`src/rtl/hazard_pkg.sv`:
```
// Types and encodings for the EX-stage hazard controller.
package hazard_pkg;

  // Multi-cycle tracker states.
  typedef enum logic {
    IDLE    = 1'b0,
    MC_WAIT = 1'b1
  } state_e;

  // df_sel value that keeps the register-file operand.
  localparam int DF_RF = 0;

  // df_sel value that picks downstream stage k (0 = MEM).
  function automatic int df_stage(input int k);
    return k + 1;
  endfunction

endpackage

```
`src/rtl/reg_names.sv`:
```
// Architectural register naming shared across the RISC-V core.
package reg_names;

  typedef logic [4:0] regName_t;

  // x0 is hard-wired to zero and never carries a real dependency.
  localparam regName_t REG_X0 = 5'd0;

endpackage

```
`src/rtl/hazard_ctrl_if.sv`:
```
// Pipeline-side signals exchanged with the hazard controller.
interface hazard_ctrl_if #(
  parameter int NUM_SRC = 2,
  parameter int NUM_FWD = 2,
  parameter int SEL_W   = $clog2(NUM_FWD + 1)
);

  // ID stage
  reg_names::regName_t [NUM_SRC-1:0] id_rs;
  logic [NUM_SRC-1:0]                id_rs_used;
  // EX stage
  reg_names::regName_t [NUM_SRC-1:0] ex_rs;
  reg_names::regName_t               ex_rd;
  logic                              ex_regWrite;
  logic                              ex_memRead;
  // Downstream stages, index 0 nearest
  reg_names::regName_t [NUM_FWD-1:0] fwd_rd;
  logic [NUM_FWD-1:0]                fwd_regWrite;
  // Multi-cycle unit
  logic                              mc_start;
  logic                              mc_done;
  // Controller outputs
  logic [NUM_SRC-1:0][SEL_W-1:0]     df_sel;
  logic                              stall_if;
  logic                              stall_id;
  logic                              bubble_ex;
  logic                              mc_busy;
  logic                              mc_timeout;

  // Pipeline drives the hazard inputs and consumes the controls.
  modport master (
    output id_rs, id_rs_used, ex_rs, ex_rd, ex_regWrite, ex_memRead,
           fwd_rd, fwd_regWrite, mc_start, mc_done,
    input  df_sel, stall_if, stall_id, bubble_ex, mc_busy, mc_timeout
  );

  // Hazard controller side.
  modport slave (
    input  id_rs, id_rs_used, ex_rs, ex_rd, ex_regWrite, ex_memRead,
           fwd_rd, fwd_regWrite, mc_start, mc_done,
    output df_sel, stall_if, stall_id, bubble_ex, mc_busy, mc_timeout
  );

endinterface

```
`src/rtl/fwd_select.sv`:
```
// Priority encoder choosing the forwarding source for one EX operand.
module fwd_select
  import hazard_pkg::*;
  import reg_names::*;
#(
  parameter int NUM_FWD = 2,
  parameter int SEL_W   = $clog2(NUM_FWD + 1)
) (
  input  regName_t                rs,
  input  regName_t [NUM_FWD-1:0]  fwd_rd,
  input  logic     [NUM_FWD-1:0]  fwd_regWrite,
  output logic     [SEL_W-1:0]    sel
);

  // Scan oldest to nearest so the nearest matching stage is written last and wins.
  always_comb begin
    // NOTE: a default assignment before any conditional keeps combinational
    // blocks from inferring latches.
    sel = SEL_W'(DF_RF);
    for (int k = NUM_FWD - 1; k >= 0; k--) begin
      if (fwd_regWrite[k] && (fwd_rd[k] != REG_X0) && (fwd_rd[k] == rs))
        sel = SEL_W'(df_stage(k));
    end
  end

endmodule

```
`src/rtl/hazard_ctrl.sv`:
```
// Hazard controller beside EX: operand forwarding, load-use stalls and
// tracking of one outstanding multi-cycle operation with a watchdog.
module hazard_ctrl
  import hazard_pkg::*;
  import reg_names::*;
#(
  parameter int NUM_SRC    = 2,
  parameter int NUM_FWD    = 2,
  parameter int MC_TIMEOUT = 64,
  parameter int SEL_W      = $clog2(NUM_FWD + 1)
) (
  input  logic          clk,
  input  logic          rstN,
  hazard_ctrl_if.slave  hif
);

  localparam int WD_W = $clog2(MC_TIMEOUT + 1);

  state_e                        state_q, state_d;
  regName_t                      pend_rd_q, pend_rd_d;
  logic [WD_W-1:0]               wd_cnt_q, wd_cnt_d;
  logic [NUM_SRC-1:0][SEL_W-1:0] df_sel_raw;
  logic                          load_use;
  logic                          raw_pend;
  logic                          struct_haz;

  // One priority encoder per source operand.
  for (genvar s = 0; s < NUM_SRC; s++) begin : g_src
    fwd_select #(
      .NUM_FWD (NUM_FWD),
      .SEL_W   (SEL_W)
    ) u_fwd_select (
      .rs           (hif.ex_rs[s]),
      .fwd_rd       (hif.fwd_rd),
      .fwd_regWrite (hif.fwd_regWrite),
      .sel          (df_sel_raw[s])
    );
  end

  // Tracker state register with synchronous active-low reset.
  always_ff @(posedge clk) begin
    // NOTE: sequential state uses non-blocking assignments so every register
    // samples pre-edge values regardless of process ordering.
    if (!rstN) begin
      state_q   <= IDLE;
      pend_rd_q <= REG_X0;
      wd_cnt_q  <= '0;
    end else begin
      state_q   <= state_d;
      pend_rd_q <= pend_rd_d;
      wd_cnt_q  <= wd_cnt_d;
    end
  end

  // Next state, pending destination and watchdog count.
  always_comb begin
    state_d   = state_q;
    pend_rd_d = pend_rd_q;
    wd_cnt_d  = wd_cnt_q;
    case (state_q)
      IDLE: begin
        wd_cnt_d = '0;
        if (hif.mc_start) begin
          state_d   = MC_WAIT;
          pend_rd_d = hif.ex_rd;
        end
      end
      MC_WAIT: begin
        if (hif.mc_start && hif.mc_done) begin
          // Result retires while a new op issues: hand over to the new op.
          pend_rd_d = hif.ex_rd;
          wd_cnt_d  = '0;
        end else if (hif.mc_done) begin
          state_d   = IDLE;
          pend_rd_d = REG_X0;
          wd_cnt_d  = '0;
        end else if (wd_cnt_q < WD_W'(MC_TIMEOUT)) begin
          // A started op without mc_done is stalled upstream; pend_rd is kept.
          wd_cnt_d = wd_cnt_q + WD_W'(1);
        end
      end
      default: begin
        state_d   = IDLE;
        pend_rd_d = REG_X0;
        wd_cnt_d  = '0;
      end
    endcase
  end

  // Hazard detection and output drive, all forced low while in reset.
  always_comb begin
    load_use   = 1'b0;
    raw_pend   = 1'b0;
    struct_haz = 1'b0;
    for (int s = 0; s < NUM_SRC; s++) begin
      if (hif.ex_memRead && hif.ex_regWrite && (hif.ex_rd != REG_X0) &&
          hif.id_rs_used[s] && (hif.id_rs[s] == hif.ex_rd))
        load_use = 1'b1;
      // The result forwards from WB in the mc_done cycle, so no stall then.
      if ((state_q == MC_WAIT) && !hif.mc_done && hif.id_rs_used[s] &&
          (pend_rd_q != REG_X0) && (hif.id_rs[s] == pend_rd_q))
        raw_pend = 1'b1;
    end
    struct_haz = (state_q == MC_WAIT) && hif.mc_start && !hif.mc_done;

    hif.df_sel     = '0;
    hif.stall_if   = 1'b0;
    hif.stall_id   = 1'b0;
    hif.bubble_ex  = 1'b0;
    hif.mc_busy    = 1'b0;
    hif.mc_timeout = 1'b0;
    if (rstN) begin
      hif.df_sel     = df_sel_raw;
      hif.stall_if   = load_use | raw_pend | struct_haz;
      hif.stall_id   = load_use | raw_pend | struct_haz;
      hif.bubble_ex  = load_use | raw_pend | struct_haz;
      hif.mc_busy    = (state_q == MC_WAIT);
      hif.mc_timeout = (state_q == MC_WAIT) && (wd_cnt_q == WD_W'(MC_TIMEOUT - 1));
    end
  end

endmodule

```
`src/flat_wrapper.sv`:
```
// flat-port wrapper written by rule: the top's interface ports become plain ports
module hazard_ctrl_flat import hazard_pkg::*; import reg_names::*;
#(
  parameter int NUM_SRC    = 2,
  parameter int NUM_FWD    = 2,
  parameter int MC_TIMEOUT = 64,
  parameter int SEL_W      = $clog2(NUM_FWD + 1)
)
  (clk, rstN, hif_id_rs, hif_id_rs_used, hif_ex_rs, hif_ex_rd, hif_ex_regWrite, hif_ex_memRead, hif_fwd_rd, hif_fwd_regWrite, hif_mc_start, hif_mc_done, hif_df_sel, hif_stall_if, hif_stall_id, hif_bubble_ex, hif_mc_busy, hif_mc_timeout);
  hazard_ctrl_if #(.NUM_SRC(NUM_SRC), .NUM_FWD(NUM_FWD), .SEL_W(SEL_W)) hif_i ();
  input  logic clk;
  input  logic rstN;
  input wire logic [$bits(hif_i.id_rs)-1:0] hif_id_rs;
  input wire logic [$bits(hif_i.id_rs_used)-1:0] hif_id_rs_used;
  input wire logic [$bits(hif_i.ex_rs)-1:0] hif_ex_rs;
  input wire logic [$bits(hif_i.ex_rd)-1:0] hif_ex_rd;
  input wire logic [$bits(hif_i.ex_regWrite)-1:0] hif_ex_regWrite;
  input wire logic [$bits(hif_i.ex_memRead)-1:0] hif_ex_memRead;
  input wire logic [$bits(hif_i.fwd_rd)-1:0] hif_fwd_rd;
  input wire logic [$bits(hif_i.fwd_regWrite)-1:0] hif_fwd_regWrite;
  input wire logic [$bits(hif_i.mc_start)-1:0] hif_mc_start;
  input wire logic [$bits(hif_i.mc_done)-1:0] hif_mc_done;
  output wire logic [$bits(hif_i.df_sel)-1:0] hif_df_sel;
  output wire logic [$bits(hif_i.stall_if)-1:0] hif_stall_if;
  output wire logic [$bits(hif_i.stall_id)-1:0] hif_stall_id;
  output wire logic [$bits(hif_i.bubble_ex)-1:0] hif_bubble_ex;
  output wire logic [$bits(hif_i.mc_busy)-1:0] hif_mc_busy;
  output wire logic [$bits(hif_i.mc_timeout)-1:0] hif_mc_timeout;
  assign hif_i.id_rs = hif_id_rs;
  assign hif_i.id_rs_used = hif_id_rs_used;
  assign hif_i.ex_rs = hif_ex_rs;
  assign hif_i.ex_rd = hif_ex_rd;
  assign hif_i.ex_regWrite = hif_ex_regWrite;
  assign hif_i.ex_memRead = hif_ex_memRead;
  assign hif_i.fwd_rd = hif_fwd_rd;
  assign hif_i.fwd_regWrite = hif_fwd_regWrite;
  assign hif_i.mc_start = hif_mc_start;
  assign hif_i.mc_done = hif_mc_done;
  assign hif_df_sel = hif_i.df_sel;
  assign hif_stall_if = hif_i.stall_if;
  assign hif_stall_id = hif_i.stall_id;
  assign hif_bubble_ex = hif_i.bubble_ex;
  assign hif_mc_busy = hif_i.mc_busy;
  assign hif_mc_timeout = hif_i.mc_timeout;
  hazard_ctrl #(.NUM_SRC(NUM_SRC), .NUM_FWD(NUM_FWD), .MC_TIMEOUT(MC_TIMEOUT), .SEL_W(SEL_W)) u_core (.clk(clk), .rstN(rstN), .hif(hif_i));
endmodule
```
`config.mk`:
```
export PLATFORM = sky130hd
export DESIGN_NAME = hazard_ctrl_flat
export DESIGN_NICKNAME = d
export VERILOG_FILES = /design/src/rtl/hazard_pkg.sv /design/src/rtl/reg_names.sv /design/src/rtl/hazard_ctrl_if.sv /design/src/rtl/fwd_select.sv /design/src/rtl/hazard_ctrl.sv /design/src/flat_wrapper.sv
export SDC_FILE = /design/constraint.sdc
export NUM_CORES = 1
export LEC_CHECK = 0
export ABC_AREA = 1
export ABC_CLOCK_PERIOD_IN_PS = 1500
export BUFFER_PORTS_ARGS = -buffer_cell sky130_fd_sc_hd__buf_2
export CAP_MARGIN = 30
export CORE_MARGIN = 2
export CORE_UTILIZATION = 48
export DETAILED_ROUTE_END_ITERATION = 7
export PLACE_DENSITY = 0.84
export SYNTH_ARGS = -nofsm -noshare
export SYNTH_HDL_FRONTEND = slang
export SYNTH_SLANG_ARGS = --single-unit
```
`constraint.sdc`:
```
create_clock -name clk -period 1.5 [get_ports clk]
set_input_delay 0.225 -clock clk [delete_from_list [all_inputs] [get_ports clk]]
set_output_delay 0.225 -clock clk [all_outputs]
set_load 0.005 [all_outputs]
```
==> summary.md, run 1 <==
| Metric | Value |
|---|---|
| Status | finished, violations left |
| Failing checks | setup timing |
| R2R Path End | u_core.pend_rd_q[4] |
| Synth Cell Area | 1280 um2 |
| Critical path class | flop to primary output |
| Final Critical Period | 1.63 ns |
| Multi-input logic area | 937 um2 |
| Clk Latency, worst-skew pair | 0.27 ns |
| Synth Register Bits | 13 |
| Gr usage total | 22.7% |
| Mapped Nets | 276 |
| Largest stage delay on the critical path | 0.38 ns |
| Part of the cycle the worst path needs | 109% |
| Core area | 2500 um2 |
| Initial antenna violation count | 0 |
| Slowest cell on crit path | dfxtp_4 |
| Avg Cell Area, Syn | 5.58 um2 |
| CTS Buffer Depth | 2 |
| PortBufs | 53 |
| Worst hold endpoint | u_core.pend_rd_q[2] |
| Vias in the first global route | 1458 |
| Commonest non-fill, non-tap cell in the layout | nand2_1 |
| Static Leakage | 0.933 nW |
| Worst-path cell chain | inv_4 -> nand2_2 -> nand2_2 -> nor2_2 -> nand3_1 -> nand2_1 -> nand2_1 -> nand3_2 -> nand2_2 -> inv_2 -> buf_2 |
| Adder-cell share of the synthesized area | less than 1% |
| Worst reg2reg path depth | 6 |
| Hold Crit Depth | 3 |
| Worst setup EP type | primary output |
| WL final | about 3500 um |
| HP Class | primary input to flop |
| Hold_sp | hif_ex_rd[2] |
| Data required, critical path | 1.27 ns |
| Post-route antenna net violation count | 0 |
| CTS Sinks | 13 |
| Drt first-iter violations | 96 |
| Reg2Reg Setup Slack | 0.34 ns |
| Max IR drop VDD | 404 uV |
| Via Count | around 1600 |
| Drc violations | 0 |
| Vias/cell | 5.01 |
| CTS clk-pin slew, worst paths | 0.08 ns |
| Final Hold Fails | 0 |
| Hold Buf Count CTS | 0 |
| Slew Limit Fails | 0 |
| Die width | 55.7 um |
| Peak Freq | roughly 610 MHz |
| Pwr dens | 522 nW/um2 |
| Count of final setup violators | 3 |
| Clock root cell | clkbuf_4 |
| CP Data Arrival Time | 1.41 ns |
| Sequential area share after synthesis | 20.3% |
| Routed len/inst | 11.0 um |
| CTS buffer count | 3 |
| Crit Path Max Fanout | 5 |
| Die ar. | 3100 um2 |
| Row count | 18 |
| Final HPWL DP | 2730 um |
| Post-synthesis compound-gate area fraction | under 10% |
| CTS tree | yes |
| Worst R2R Start | u_core.state_q |
| Max Cap Viol | 0 |
| Final nets | ~340 |
| Area growth syn-to-layout | 32.8% |
| Die outline height | 55.7 um |
| Mapped Cells | between 200 and 250 |
| Fin Setup TNS | -0.394 ns |
| Boundary Pins | 54 |
| # diodes | 0 |
| Share of layout cells above drive strength 1 | 33.6% |
| Synth Area in Simple Gates | 46.9% |
| Min setup slack post-route | -0.132 ns |
| Starting Density | 51.3% |
| Fillers | 250 |
| Pre-CTS WS | 0.0500 ns |
| GPL Wtd Cong | 0.854 |
| H-tree levels | 1 |
| Critical Path Start Type | flop |
| GRT overflow | 0 |
| Clock Skew | 0.00124 ns |
| Worst Tran Pin Value | ~0.27 ns |
| Largest family of logic cells by synthesized area | simple AND/OR/NAND/NOR gates |
| Worst Setup SP | u_core.pend_rd_q[3] |
| Initial DRT Pass Iterations | 4 |
| Xor and xnor area share after synthesis | 12.3% |
| First-pass GRT wire length | 5830 um |
| RSZ-0062 raised after global routing | yes |
| Worst path most repeated cell | nand2_2 |
| Largest net degree at the start of global routing | 8 |
| Slew margin rel. | 81.8% |
| Storage cell area | 277 um2 |
| Synth warnings | 0 |
| Mux share of post-synthesis cell area | 0% |
| Most frequent cells in the layout | nand2_1, buf_2, nor2_1, inv_1 |
| Netlist cell types | 23 |
state kept, by name, summed over array words and instances, names as in the netlist:
| signal | count |
|---|---|
| u_core.pend_rd_q | 5 |
| u_core.wd_cnt_q | 7 |
| u_core.state_q | 1 |
metrics by stage:
step	std cells	area [um2]	power [mW]	hold slack [ns]	utilization (%)
finish	319	1700	0.889	0.216	68.1
detailed placement	312	1580	0.670	0.473	63.1
floorplan	230	1280	0.542	0.372	-
global placement	312	1580	0.665	0.464	63.1
CTS	319	1660	0.887	0.226	66.6
global route	319	1700	0.945	0.241	68.1
layer usage:
layer	track usage, %	share of wire [%]	wire [um]
met1	27.5	43	1520
met2	40.8	50	1750
met3	3.49	6.5	227
met4	6.62	0.46	16
met5	0	0	0
what timing repair did:
action / in CTS / in global routing
setup buffers: 3 / 0
gates resized for setup: 15 / 13
pin swaps: 6 / 5
setup endpoints to repair: 4 / 5
cell type report:
class / instances / share of cell area (%)
multi-input combinational: 181 / 55.0
timing repair buffer: 57 / 17.3
sequential: 13 / 16.2
clock buffer: 4 / 1.54
inverter: 34 / 7.64
tap: 30 / 2.20
worst max-delay path, delay by kind of cell, from the launching register on:
kind / cells / cell delay [ns]
buffers and inverters: 3 / 0.19
flip-flops: 1 / 0.38
AND/OR/NAND/NOR: 8 / 0.56
report_power, final:
part | switching [mW] | total [mW] | leakage, nW | internal (mW)
combinational | 0.175 | 0.309 | 0.808 | 0.134
clock | 0.110 | 0.213 | 0.0150 | 0.103
sequential | 0.0130 | 0.367 | 0.110 | 0.354
kinds of logic (layout without fill, tap and decap cells):
group,Yosys count,in the layout
and+or+nand+nor,142,142
buffers and inverters,36,95
AOI/OAI and AO/OA,20,20
xor gates and xnor gates,18,18
DFF,13,13
adders and majority gates,1,1
cell usage after synthesis, drive strengths merged:
cell | instances | area share (%)
nand2 | 85 | 25
inv | 34 | 10
nor2 | 29 | 9.9
dfxtp | 13 | 20
xnor2 | 12 | 8.2
a21oi | 11 | 4.6
nand3 | 11 | 4.3
o21ai | 8 | 3.1
nor3 | 7 | 2.7
xor2 | 6 | 4.1
nand4 | 5 | 2.4
buf | 2 | 1.2
nor4 | 2 | 0.98
or2 | 2 | 0.98
a41oi | 1 | 0.68
ha | 1 | 0.98
nor3b | 1 | 0.59
worst max-delay path by stage:
stage	cells after the start	endpoint	slack (ns)
after floorplan	11	hif_stall_id	0.21
after global placement	11	hif_stall_if	0.05
after detailed placement	11	hif_bubble_ex	0.05
after CTS	11	hif_bubble_ex	-0.12
after global routing	11	hif_bubble_ex	-0.20
final	11	hif_bubble_ex	-0.13
No activity file was read; power rests on OpenSTA's default activity.
==> inputs of run 2 (changes only) <==
--- a/config.mk
+++ b/config.mk
@@ -12,7 +12,8 @@
 export CORE_MARGIN = 2
 export CORE_UTILIZATION = 48
 export DETAILED_ROUTE_END_ITERATION = 7
-export PLACE_DENSITY = 0.84
+export PLACE_DENSITY = 0.86
+export SKIP_LAST_GASP = 1
 export SYNTH_ARGS = -nofsm -noshare
 export SYNTH_HDL_FRONTEND = slang
 export SYNTH_SLANG_ARGS = --single-unit
==> summary.md, run 2 (synthesized netlist as in run 1, its figures left out) <==
| Metric | Value |
|---|---|
| Static Leakage | 0.909 nW (was 0.933 nW) |
| Clock Skew | 0.00360 ns (was 0.00124 ns) |
| Max IR drop VDD | 491 uV (was 404 uV) |
| Post-route cell area | 1680 um2 (was 1700 um2) |
| Row count | 18 (unchanged) |
| Data required, critical path | 1.27 ns (about the same) |
| CTS Sinks | 13 (unchanged) |
| GRT overflow | 0 (unchanged) |
| Slew margin rel. | 79.6% (was 81.8%) |
| Worst Tran Pin Value | 0.303 ns (was 0.271 ns) |
| Die width | 55.7 um (unchanged) |
| Critical path class | flop to primary output (unchanged) |
| Critical Path Start Type | flop (unchanged) |
| RSZ-0062 raised after global routing | yes (unchanged) |
| Final Critical Period | 1.63 ns (about the same) |
| Clock root cell | clkbuf_4 (unchanged) |
| Pwr dens | 533 nW/um2 (was 522 nW/um2) |
| Boundary Pins | 54 (unchanged) |
| Final HPWL DP | 2770 um (was 2730 um) |
| Hold slack | 0.215 ns (was 0.216 ns) |
| Pre-CTS WS | 0.0600 ns (was 0.0500 ns) |
| H-tree levels | 1 (unchanged) |
| Peak Freq | 612 MHz (was 613 MHz) |
| Drc violations | 0 (unchanged) |
| Die ar. | 3100 um2 (unchanged) |
| Most flops, register | u_core.wd_cnt_q (unchanged) |
| Flip-flop count of the largest register after layout | 7 (unchanged) |
| WL final | 3520 um (was 3510 um) |
| Slowest cell on crit path | dfxtp_4 (unchanged) |
| Core area | 2500 um2 (unchanged) |
| CP Data Arrival Time | 1.41 ns (about the same) |
| Worst path most repeated cell | nand2_1 (was nand2_2) |
| Clk Latency, worst-skew pair | 0.27 ns (about the same) |
| Part of the cycle the worst path needs | 109% (about the same) |
| Largest stage delay on the critical path | 0.38 ns (about the same) |
| Status | finished, violations left (unchanged) |
| Die outline height | 55.7 um (unchanged) |
| Via Count | 1566 (was 1597) |
| Worst-path cell chain | inv_2 -> nand2_1 -> nand2_1 -> nor2_2 -> nand3_1 -> nand2_1 -> nand2_1 -> nand3_2 -> nand2_2 -> inv_2 -> buf_2 (was inv_4 -> nand2_2 -> nand2_2 -> nor2_2 -> nand3_1 -> nand2_1 -> nand2_1 -> nand3_2 -> nand2_2 -> inv_2 -> buf_2) |
| Drt first-iter violations | 84 (was 96) |
| First-pass GRT wire length | 5870 um (was 5830 um) |
| CTS tree | yes (unchanged) |
| PortBufs | 53 (unchanged) |
| Reg2Reg Setup Slack | 0.31 ns (was 0.34 ns) |
| Worst reg2reg path depth | 6 (unchanged) |
| HP Class | primary input to flop (unchanged) |
| Starting Density | 51.3% (unchanged) |
| Hold Buf Count CTS | 0 (unchanged) |
| Multi-input logic area | 917 um2 (was 937 um2) |
| Most frequent cells in the layout | nand2_1, buf_2, nor2_1, inv_1, inv_2 (was nand2_1, buf_2, nor2_1, inv_1) |
| Initial DRT Pass Iterations | 4 (unchanged) |
| Commonest non-fill, non-tap cell in the layout | nand2_1 (unchanged) |
| Post-route antenna net violation count | 0 (unchanged) |
| Largest delay share family, worst path | simple AND/OR/NAND/NOR gates (unchanged) |
| Share of layout cells above drive strength 1 | 31.9% (was 33.6%) |
| Crit path buf inv count | 3 (unchanged) |
| CTS clk-pin slew, worst paths | 0.09 ns (was 0.08 ns) |
| Fillers | 258 (was 250) |
| Initial antenna violation count | 0 (unchanged) |
| Worst setup EP type | primary output (unchanged) |
| Hold Crit Depth | 3 (unchanged) |
| GPL Wtd Cong | 0.855 (was 0.854) |
| Gr usage total | 23.3% (was 22.7%) |
| Hold_sp | hif_ex_rd[2] (unchanged) |
| CTS buffer count | 3 (unchanged) |
| Count of final setup violators | 4 (was 3) |
| # diodes | 0 (unchanged) |
| Worst R2R Start | u_core.state_q (unchanged) |
| Placed Cells | 311 (was 312) |
| Crit Path Max Fanout | 5 (unchanged) |
| Worst hold endpoint | u_core.pend_rd_q[2] (unchanged) |
| CTS Buffer Depth | 2 (unchanged) |
| Max Cap Viol | 0 (unchanged) |
| Failing checks | setup timing (unchanged) |
| Largest net degree at the start of global routing | 9 (was 8) |
| Final nets | 335 (was 336) |
| Post-Layout Cell Count | 318 (was 319) |
| Largest registers | u_core.wd_cnt_q x7, u_core.pend_rd_q x5, u_core.state_q x1 (unchanged) |
| Storage cell area | 282 um2 (was 277 um2) |
| DP Area | 1570 um2 (was 1580 um2) |
| R2R Path End | u_core.pend_rd_q[3] (was u_core.pend_rd_q[4]) |
| Vias in the first global route | 1433 (was 1458) |
| Slew Limit Fails | 0 (unchanged) |
| Min setup slack post-route | -0.134 ns (was -0.132 ns) |
| Final Hold Fails | 0 (unchanged) |
| Area growth syn-to-layout | 31.3% (was 32.8%) |
| Fin Setup TNS | -0.432 ns (was -0.394 ns) |
| Vias/cell | 4.92 (was 5.01) |
| Routed len/inst | 11.1 um (was 11.0 um) |
==> run 2: changes by cell type in the layout (fill, tap and decap cells not counted), sizes merged <==
cell,change
buf,-1
==> run 2: cell type report <==
type,count,area share (%)
Sequential cell,13,16.7
Multi-Input combinational cell,181,54.5
Tap cell,30,2.23
Timing Repair Buffer,56,17.5
Clock buffer,4,1.56
Inverter,34,7.58
==> run 2: timing repair <==
item                                    in CTS  in global routing
endpoints found under the setup margin       4                  4
buffers inserted                             2                  1
gates cloned                                 0                  0
pin swaps                                    4                  5
gates resized for setup                     13                 12
==> run 2: stage by stage <==
stage,util [%],power (mW)
2_1_floorplan,-,0.542
3_3_place_gp,62.8,0.663
3_5_place_dp,62.8,0.668
4_1_cts,65.6,0.905
5_1_grt,67.4,0.962
6_report,67.4,0.897
==> run 2: worst max path at each step <==
stage | startpoint | cells past startpoint | endpoint
floorplan | u_core.pend_rd_q[3] | 11 | hif_stall_id
global placement | u_core.pend_rd_q[4] | 11 | hif_bubble_ex
finish | u_core.pend_rd_q[3] | 11 | hif_stall_if
detailed placement | u_core.pend_rd_q[3] | 11 | hif_stall_id
CTS | u_core.pend_rd_q[1] | 11 | hif_stall_id
global route | u_core.pend_rd_q[3] | 11 | hif_bubble_ex
==> run 2: tightest hold or removal path: cells and delay by family <==
| family | cells | cell delay (ns) |
|---|---|---|
| AO/OA/AOI/OAI | 1 | 0.05 |
| buffers and inverters | 1 | 0.12 |
| AND/OR/NAND/NOR | 1 | 0.06 |
==> run 2: power breakdown <==
| part | leakage (nW) | total (mW) | switching (mW) | internal, mW |
|---|---|---|---|---|
| Sequential | 0.110 | 0.365 | 0.0123 | 0.352 |
| Clock | 0.0150 | 0.229 | 0.126 | 0.103 |
| Combinational | 0.784 | 0.303 | 0.170 | 0.133 |
==> run 2: per-layer routing <==
metal | share of wire (%) | GRT usage, %
met1 | 41 | 26.8
met2 | 50 | 41.8
met3 | 7.3 | 3.95
met4 | 1.8 | 10.5
met5 | 0 | 0
==> inputs of run 3 (changes only) <==
--- a/config.mk
+++ b/config.mk
@@ -7,10 +7,11 @@
 export LEC_CHECK = 0
 export ABC_AREA = 1
 export ABC_CLOCK_PERIOD_IN_PS = 1500
-export BUFFER_PORTS_ARGS = -buffer_cell sky130_fd_sc_hd__buf_2
+export BUFFER_PORTS_ARGS = -buffer_cell sky130_fd_sc_hd__buf_4
 export CAP_MARGIN = 30
-export CORE_MARGIN = 2
+export CORE_MARGIN = 8
 export CORE_UTILIZATION = 48
+export CTS_CLUSTER_SIZE = 24
 export DETAILED_ROUTE_END_ITERATION = 7
 export PLACE_DENSITY = 0.86
 export SKIP_LAST_GASP = 1
==> summary.md, run 3 (synthesized netlist as in run 1, its figures left out) <==
| Metric | Value |
|---|---|
| Die width | 67.7 um (was 55.7 um) |
| Row count | 18 (unchanged) |
| Status | finished, violations left (unchanged) |
| Final Core Density | 72.9% (was 67.4%) |
| Drc violations | 0 (unchanged) |
| CTS clk-pin slew, worst paths | 0.08 ns (was 0.09 ns) |
| Data required, critical path | 1.27 ns (about the same) |
| Worst path most repeated cell | nand2_1 (unchanged) |
| Share of layout cells above drive strength 1 | 31.4% (was 31.9%) |
| Min setup slack post-route | -0.124 ns (was -0.134 ns) |
| Commonest non-fill, non-tap cell in the layout | nand2_1 (unchanged) |
| Vias/cell | 4.91 (was 4.92) |
| Final nets | 337 (was 335) |
| HP Class | primary input to flop (unchanged) |
| Count of final setup violators | 4 (unchanged) |
| Critical Path Start Type | flop (unchanged) |
| CTS buffer count | 3 (unchanged) |
| # diodes | 0 (unchanged) |
| Post-route antenna net violation count | 0 (unchanged) |
| Routed len/inst | 12.1 um (was 11.1 um) |
| Slew margin rel. | 81.8% (was 79.6%) |
| Slew Limit Fails | 0 (unchanged) |
| Part of the cycle the worst path needs | 108% (was 109%) |
| Max IR drop VDD | 502 uV (was 491 uV) |
| Failing checks | setup timing (unchanged) |
| Hold slack | 0.236 ns (was 0.215 ns) |
| GPL Wtd Cong | 0.880 (was 0.855) |
| Largest registers | u_core.wd_cnt_q x7, u_core.pend_rd_q x5, u_core.state_q x1 (unchanged) |
| Placed Cells | 311 (unchanged) |
| Gr usage total | 16.3% (was 23.3%) |
| Core area | 2500 um2 (unchanged) |
| Most flops, register | u_core.wd_cnt_q (unchanged) |
| Die ar. | 4580 um2 (was 3100 um2) |
| GRT met3 Usage | 3.97% (was 3.95%) |
| PortBufs | 53 (unchanged) |
| Critical path class | flop to primary output (unchanged) |
| Post-Layout Cell Count | 320 (was 318) |
| Worst Tran Pin Value | 0.270 ns (was 0.303 ns) |
| Worst-path cell chain | inv_4 -> nand2_1 -> nand2_1 -> nor2_2 -> nand3_1 -> nand2_1 -> nand2_1 -> nand3_1 -> nand2_1 -> inv_2 -> buf_6 (was inv_2 -> nand2_1 -> nand2_1 -> nor2_2 -> nand3_1 -> nand2_1 -> nand2_1 -> nand3_2 -> nand2_2 -> inv_2 -> buf_2) |
| Boundary Pins | 54 (unchanged) |
| Peak Freq | 616 MHz (was 612 MHz) |
| Final Hold Fails | 0 (unchanged) |
| Global route hottest layer | met2 (unchanged) |
| Static Leakage | 0.952 nW (was 0.909 nW) |
| CTS tree | yes (unchanged) |
| Starting Density | 51.3% (unchanged) |
| Die outline height | 67.7 um (was 55.7 um) |
| Vias in the first global route | 1467 (was 1433) |
| Initial DRT Pass Iterations | 4 (unchanged) |
| Fin Setup TNS | -0.374 ns (was -0.432 ns) |
| GRT overflow | 0 (unchanged) |
| Clock root cell | clkbuf_4 (unchanged) |
| Crit Path Max Fanout | 5 (unchanged) |
| Drt first-iter violations | 103 (was 84) |
| Final Critical Period | 1.62 ns (was 1.63 ns) |
| Crit path buf inv count | 3 (unchanged) |
| Largest net degree at the start of global routing | 9 (unchanged) |
| Final Power | 0.918 mW (was 0.897 mW) |
| M1 GR Usage | 16.7% (was 26.8%) |
| Pwr dens | 504 nW/um2 (was 533 nW/um2) |
| CP Data Arrival Time | 1.40 ns (was 1.41 ns) |
| Worst setup EP type | primary output (unchanged) |
| Slowest cell on crit path | dfxtp_4 (unchanged) |
| Max Cap Viol | 0 (unchanged) |
| GR Util met2 | 32.3% (was 41.8%) |
| CTS Sinks | 13 (unchanged) |
| Area growth syn-to-layout | 42.0% (was 31.3%) |
| Most frequent cells in the layout | nand2_1, buf_4, nor2_1, inv_1 (was nand2_1, buf_2, nor2_1, inv_1, inv_2) |
| WL final | 3880 um (was 3520 um) |
| H-tree levels | 1 (unchanged) |
| Flip-flop count of the largest register after layout | 7 (unchanged) |
| RSZ-0062 raised after global routing | yes (unchanged) |
| Initial antenna violation count | 0 (unchanged) |
| CTS Buffer Depth | 2 (unchanged) |
| Largest stage delay on the critical path | 0.38 ns (about the same) |
| Clock Skew | 0.00516 ns (was 0.00360 ns) |
| Final HPWL DP | 3110 um (was 2770 um) |
| Clk Latency, worst-skew pair | 0.27 ns (about the same) |
| Largest delay share family, worst path | simple AND/OR/NAND/NOR gates (unchanged) |
| Via Count | 1571 (was 1566) |
| First-pass GRT wire length | 5980 um (was 5870 um) |
## run 3: where the power goes
group	internal [mW]	total, mW	leakage [nW]	switching (mW)
Combinational	0.168	0.337	0.828	0.169
Sequential	0.354	0.368	0.110	0.0138
Clock	0.103	0.213	0.0150	0.110
Total	0.625	0.918	0.952	0.293
## run 3: path summary, 6_finish.rpt
path / startpoint / end / slack (ns) / cells after the start
max: u_core.pend_rd_q[3] / hif_stall_id / -0.12 / 11
min: hif_ex_rd[2] / u_core.pend_rd_q[2] / 0.24 / 3
max reg2reg: u_core.state_q / u_core.pend_rd_q[2] / 0.29 / 6
min reg2reg: u_core.wd_cnt_q[3] / u_core.wd_cnt_q[3] / 0.49 / 1
## run 3: layout make-up
type	count	area [um2]
clock buffers	4	26.3
fillers	236	678
inverters	34	130
multi-input cells	181	905
flip-flops and latches	13	277
well taps	30	37.5
repair buffers	58	447
## run 3: metrics by stage
| step | worst slack [ns] | area, um2 |
|---|---|---|
| 5_1_grt | -0.265 | 1820 |
| 3_3_place_gp | 0.0435 | 1700 |
| 6_report | -0.124 | 1820 |
| 3_5_place_dp | 0.0254 | 1700 |
| 2_1_floorplan | 0.214 | 1280 |
| 4_1_cts | -0.142 | 1800 |
## run 3: worst register-to-register path, stage by stage, from the launching register on
cell and delay [ns]:
dfxtp_1 0.40, inv_2 0.06, nor2_4 0.14, nor2_4 0.07, a21oi_2 0.22, nand2_1 0.09, a21oi_1 0.14
## run 3: what timing repair did
item                                    in CTS  in global routing
resized for setup                           17                  5
hold buffers                                 0                  0
pin swaps                                    9                  3
setup buffers                                4                  1
endpoints found under the setup margin       4                  4
## run 3: metal layers
| layer | part of all wire (%) | vias to the layer above | wire length, um |
|---|---|---|---|
| li1 | - | 837 | - |
| met1 | 41 | 676 | 1600 |
| met2 | 50 | 52 | 1960 |
| met3 | 6.9 | 6 | 268 |
| met4 | 1.5 | 0 | 58 |
| met5 | 0 | - | 0 |
